File: config.mk
export PLATFORM = sky130hd
export DESIGN_NAME = sprite_rom_arbiter
export DESIGN_NICKNAME = d
export VERILOG_FILES = /design/src/rtl/sprite_pkg.sv /design/src/rtl/sprite_rom_arbiter_rr_arbiter.sv /design/src/rtl/sprite_rom_arbiter.sv
export SDC_FILE = /design/constraint.sdc
export NUM_CORES = 1
export LEC_CHECK = 0
export CAP_MARGIN = 5
export CELL_PAD_IN_SITES_DETAIL_PLACEMENT = 0
export CELL_PAD_IN_SITES_GLOBAL_PLACEMENT = 1
export CORE_MARGIN = 3
export CORE_UTILIZATION = 40
export DETAILED_ROUTE_END_ITERATION = 6
export GPL_TIMING_DRIVEN = 0
export PLACE_DENSITY_LB_ADDON = 0.05
export SETUP_SLACK_MARGIN = 0.5
export SLEW_MARGIN = 10
export SYNTH_ARGS = -nofsm -noshare
export SYNTH_HDL_FRONTEND = slang
export SYNTH_SLANG_ARGS = --single-unit
File: constraint.sdc
create_clock -name Clk -period 20.4 [get_ports Clk]
set_input_delay 4.08 -clock Clk [delete_from_list [all_inputs] [get_ports Clk]]
set_output_delay 4.08 -clock Clk [all_outputs]
set_load 0.03 [all_outputs]
File: src/rtl/sprite_pkg.sv
// Sprite ROM geometry defaults shared by the road sprite fetch path.
package sprite_pkg;

   localparam int SPR_W  = 135;
   localparam int SPR_H  = 40;
   localparam int ADDR_W = 13;
   localparam int X_W    = 8;
   localparam int Y_W    = 6;

   typedef logic [ADDR_W-1:0] sprite_addr_t;

endpackage

File: src/rtl/sprite_rom_arbiter_rr_arbiter.sv
// Round-robin arbiter: grants the first request above the last accepted index.
module rr_arbiter #(
   parameter int NUM_REQ = 4,
   parameter int ID_W    = $clog2(NUM_REQ)
) (
   input  logic               Clk,
   input  logic               Reset_n,
   input  logic [NUM_REQ-1:0] req,
   output logic [NUM_REQ-1:0] gnt,
   output logic               accept,
   output logic [ID_W-1:0]    gnt_id
);

   logic [ID_W-1:0] ptr_r;
   logic            found_s;

   // Scan upward from ptr+1; no grant at all while reset is held.
   always_comb begin
      gnt     = {NUM_REQ{1'b0}};
      gnt_id  = {ID_W{1'b0}};
      found_s = 1'b0;
      for (int k = 1; k <= NUM_REQ; k++) begin
         if (!found_s && Reset_n && req[(int'(ptr_r) + k) % NUM_REQ]) begin
            gnt[(int'(ptr_r) + k) % NUM_REQ] = 1'b1;
            gnt_id  = ID_W'((int'(ptr_r) + k) % NUM_REQ);
            found_s = 1'b1;
         end else begin
            found_s = found_s;
         end
      end
      accept = found_s;
   end

   // Pointer remembers the last accepted requester.
   always_ff @(posedge Clk or negedge Reset_n) begin
      if (!Reset_n) begin
         ptr_r <= ID_W'(NUM_REQ - 1);
      end else if (accept) begin
         ptr_r <= gnt_id;
      end
   end

endmodule

File: src/rtl/sprite_rom_arbiter.sv
// Shares the single-port road sprite ROM between pixel fetch units with a
// two-stage id/out-of-range tag pipeline matching the ROM read latency.
module sprite_rom_arbiter
   import sprite_pkg::*;
#(
   parameter int NUM_REQ = 4,
   parameter int SPR_W   = sprite_pkg::SPR_W,
   parameter int SPR_H   = sprite_pkg::SPR_H,
   parameter int ADDR_W  = sprite_pkg::ADDR_W,
   parameter int X_W     = sprite_pkg::X_W,
   parameter int Y_W     = sprite_pkg::Y_W,
   parameter int ID_W    = $clog2(NUM_REQ)
) (
   input  logic                   Clk,
   input  logic                   Reset_n,
   input  logic [NUM_REQ-1:0]     req,
   input  logic [NUM_REQ*X_W-1:0] req_x,
   input  logic [NUM_REQ*Y_W-1:0] req_y,
   output logic [NUM_REQ-1:0]     gnt,
   output logic [ADDR_W-1:0]      rom_addr,
   input  logic                   rom_data,
   output logic                   rsp_valid,
   output logic [ID_W-1:0]        rsp_id,
   output logic                   rsp_data
);

   logic [NUM_REQ-1:0] gnt_s;
   logic               accept_s;
   logic [ID_W-1:0]    gnt_id_s;
   logic [X_W-1:0]     sel_x_s;
   logic [Y_W-1:0]     sel_y_s;
   logic [ADDR_W-1:0]  addr_s;
   logic               oob_s;

   logic [ADDR_W-1:0]  rom_addr_r;
   logic               s1_valid_r;
   logic [ID_W-1:0]    s1_id_r;
   logic               s1_oob_r;
   logic               s2_valid_r;
   logic [ID_W-1:0]    s2_id_r;
   logic               s2_oob_r;

   rr_arbiter #(
      .NUM_REQ (NUM_REQ),
      .ID_W    (ID_W)
   ) u_rr_arbiter (
      .Clk     (Clk),
      .Reset_n (Reset_n),
      .req     (req),
      .gnt     (gnt_s),
      .accept  (accept_s),
      .gnt_id  (gnt_id_s)
   );

   assign gnt = gnt_s;

   // Grant is one-hot, so an AND-OR mux picks the winner's coordinates.
   always_comb begin
      sel_x_s = {X_W{1'b0}};
      sel_y_s = {Y_W{1'b0}};
      for (int i = 0; i < NUM_REQ; i++) begin
         sel_x_s = sel_x_s | (req_x[i*X_W +: X_W] & {X_W{gnt_s[i]}});
         sel_y_s = sel_y_s | (req_y[i*Y_W +: Y_W] & {Y_W{gnt_s[i]}});
      end
      addr_s = ADDR_W'(sel_y_s) * ADDR_W'(SPR_W) + ADDR_W'(sel_x_s);
      oob_s  = (int'(sel_x_s) >= SPR_W) || (int'(sel_y_s) >= SPR_H);
   end

   // Address stage: out-of-range fetches leave the ROM address untouched.
   always_ff @(posedge Clk or negedge Reset_n) begin
      if (!Reset_n) begin
         rom_addr_r <= {ADDR_W{1'b0}};
         s1_valid_r <= 1'b0;
         s1_id_r    <= {ID_W{1'b0}};
         s1_oob_r   <= 1'b0;
      end else begin
         s1_valid_r <= accept_s;
         s1_id_r    <= accept_s ? gnt_id_s : {ID_W{1'b0}};
         s1_oob_r   <= accept_s & oob_s;
         if (accept_s && !oob_s) begin
            rom_addr_r <= addr_s;
         end
      end
   end

   // ROM stage: tags advance alongside the ROM's internal data register.
   always_ff @(posedge Clk or negedge Reset_n) begin
      if (!Reset_n) begin
         s2_valid_r <= 1'b0;
         s2_id_r    <= {ID_W{1'b0}};
         s2_oob_r   <= 1'b0;
      end else begin
         s2_valid_r <= s1_valid_r;
         s2_id_r    <= s1_id_r;
         s2_oob_r   <= s1_oob_r;
      end
   end

   assign rom_addr  = rom_addr_r;
   assign rsp_valid = s2_valid_r;
   assign rsp_id    = s2_valid_r ? s2_id_r : {ID_W{1'b0}};
   assign rsp_data  = s2_valid_r & ~s2_oob_r & rom_data;

endmodule

==> run summary <==
## Yosys
• **share of the yosys chip area belonging to registers** 18.62%
• **most frequently used flop master after synthesis** dfrtp_1
• **leading area contributor after synthesis** dfrtp_1
• **number of flops mapped to enable cells by yosys** 0
• **Syn Nets** 467
• **biggest area contributors in the synthesized netlist** dfrtp_1 17%, ha_1 16%, fa_1 6.4%, inv_1 5.0%, a22oi_1 4.1%
• **Syn Inst Count** 355
• **Mapped Area** 3104 sq um
• **synth warn** 0
• **fraction of registers with async set or reset after synthesis** 100.0%
• **total of flip-flops plus latches after synthesis** 23
• **Yosys top cell area share** 16.93%
• **count of cell types in the netlist** 66
• **Post-Syn Area per Cell** 8.744 sq um

## GRT
• **antenna violations before repair** 0
• **number of global-route vias before repair** 2913
• **pin count of the biggest net entering global routing** 29
• **overall fraction of global-route tracks in use** 19.64%
• **first-pass GRT wire length** 14210 microns
• **total global routing overflow** 0

## Routing
• **first-pass iteration count of the detailed router** 5
• **count of antenna-violating nets left after detailed routing** 0
• **final routed DRC violation total** 0
• **Iteration-0 DRC Markers** 187
• **total wire length after detailed routing** 8470 microns
• **via count** 3017
• **wire length per cell** 15.74 microns
• **via count normalized by instance count** 5.608

## CTS
• **buffer levels on the longest clock path** 2
• **clock-pin slew on the worst setup and hold paths** 0.07 ns
• **count of instances resized after the clock tree is built** 0
• **cell at the root of the clock tree** clkbuf_8
• **total clock buffers created by CTS** 3
• **number of levels the H-tree was split into** 1
• **TritonCTS clock tree** yes
• **Clock Sink Count** 23
• **clock latency at the later pin of the worst-skew pair** 0.26 ns
• **postcts setup bufs** 0
• **CTS Hold Buffers Added** 0

## Placed design
• **HPWL after DPL** 6971 microns
• **Worst Setup Slack post-DPL** 8.457 ns
• **Port-buffer cells** 80
• **global placer's final weighted congestion** 0.9269

## STA
• **final worst path period share** 55.44%
• **Tightest Pin Transition** 0.9737 ns
• **final number of setup-violating endpoints** 0
• **least setup slack across all paths after layout** 9.091 ns
• **total negative slack for setup checks** 0 ns
• **worst-case headroom to the max-slew limit** 34.24%
• **hold violation count in the final report** 0
• **Final Critical Period** 11.31 ns
• **Max Clock Skew** 0.003636 ns
• **Slew Limit Fails** 0
• **setup repair after global routing missed its margin** false
• **f_max** 88.43 MHz

## Layout
• **most common cell after layout, fill and taps aside** clkdlybuf4s50_1
• **layout cell share with drive strength beyond 1** 8.884%
• **# fillers** 701
• **multi-input combinational cell area** 2271 sq um
• **count of antenna diodes in the layout** 0
• **FF/Latch Area** 578.1 sq um
• **Area Overhead vs Synth** 31.08%
• **number of nets in the layout** 552
• **highest-count cells in the layout ignoring fill and taps** 79 x clkdlybuf4s50_1, 41 x inv_1, 39 x ha_1
• **final core occ** 54.92%

## Setup path
• **critical path startpoint category** input pin
• **CP required** 16.32 ns
• **worst setup path start** req[3]
• **Worst Setup End Kind** primary output
• **Worst Setup Path Type** input pin to primary output
• **FF-to-FF Start** u_rr_arbiter.ptr_r[0]$_DFFE_PN1P_
• **critical path arrival** 7.23 ns
• **maximum fanout along the worst path** 10

## Floorplanning
• **Total Die Area** 8854 sq um
• **core box area** 7408 sq um
• **number of I/O pins** 84
• **die height** 94.10 microns
• **num rows** 31
• **die outline width** 94.10 microns
• **initial standard-cell utilization of the core** 41.90%

## Worst hold path
• **type of the most critical hold path** flop to flop
• **worst hold path startpoint** s1_id_r[1]$_DFF_PN0_

## Run
• **max-cap check violation count** 0

## Run status
• **outcome** finished, final reports clean

-- metrics by stage --
| step | std cells | cell area [sq um] | hold slack, ns |
|---|---|---|---|
| 2_1_floorplan | 355 | 3104 | 0.3312 |
| 3_5_place_dp | 534 | 4029 | 0.3428 |
| 3_3_place_gp | 534 | 4029 | 0.3330 |
| 5_1_grt | 538 | 4069 | 0.3624 |
| 4_1_cts | 538 | 4074 | 0.3594 |
| 6_report | 538 | 4069 | 0.3561 |
-- Yosys cell counts, types with 3 or more instances --
cell / instances
o21ai_0: 13
nor3b_1: 4
clkbuf_1: 10
ha_1: 39
or3_1: 5
buf_2: 3
or2_2: 6
a21o_1: 7
o22ai_1: 3
inv_1: 41
mux2i_1: 3
nand3_1: 3
fa_1: 10
xnor2_1: 3
nor3_1: 7
nor4_1: 4
a22o_1: 8
nand2b_1: 3
a22oi_1: 17
mux2_1: 3
xor2_1: 5
a21oi_1: 13
a221o_1: 6
a222oi_1: 9
dfrtp_1: 21
mux2_2: 7
buf_6: 4
and2_1: 5
nor2_1: 20
a221oi_1: 4
nand2_1: 24
-- kinds of logic (layout without fill, tap and decap cells) --
logic type	count (synthesis)	in the layout	share of synthesized area (%)
AO/OA/AOI/OAI	106	106	26.60
AND/OR/NAND/NOR	95	95	16.08
buffers and inverters	59	143	8.222
adder cells (fa/ha/maj)	49	49	22.17
flip-flops	23	23	18.62
multiplexers	15	15	6.046
XOR/XNOR	8	8	2.257
-- area by class of cell --
class	instances	area share (%)
plain buffers	18	2.491
flip-flops and latches	23	14.21
inverters	41	3.782
multi-input cells	273	55.81
clock buffers	4	1.107
repair buffers	80	19.56
well taps	99	3.044
-- worst max-delay path: stages --
cell             delay, ns
clkdlybuf4s50_1       0.47
clkbuf_1              0.31
and3b_1               0.22
nor3_1                0.60
nor3_1                0.22
a21o_1                0.25
or2_2                 0.27
clkbuf_1              0.17
clkdlybuf4s50_1       0.62
-- per-layer routing --
metal | part of all wire, % | vias up | global-route usage, % | wire length, microns
met1 | 48 | 1414 | 28.76 | 4055
met5 | 0 | - | 0 | 0
met2 | 45 | 116 | 31.52 | 3818
met3 | 6.5 | 6 | 2.244 | 553
li1 | - | 1481 | - | -
met4 | 0.50 | 0 | 3.008 | 42
-- sequential cells by signal, indices dropped and copies added (netlist names) --
register,count
rom_addr,13
rsp_valid,1
s1_id_r,2
s1_oob_r,1
s1_valid_r,1
s2_id_r,2
s2_oob_r,1
u_rr_arbiter.ptr_r,2
-- path summary, 6_finish.rpt --
kind / end / slack, ns / cells after the start
max: gnt[2] / 9.09 / 9
min: s2_id_r[1]$_DFF_PN0_ / 0.36 / 0
max reg2reg: rom_addr[12]$_DFFE_PN0P_ / 12.17 / 29
min reg2reg: s2_id_r[1]$_DFF_PN0_ / 0.36 / 0
max in group asynchronous: s1_valid_r$_DFF_PN0_ / 16.21 / 1
min in group asynchronous: s2_id_r[1]$_DFF_PN0_ / 3.82 / 1
Power is left out: the tool's default activity adds up to more than one toggle a clock period on the data nets, which glitch-free logic cannot reach.
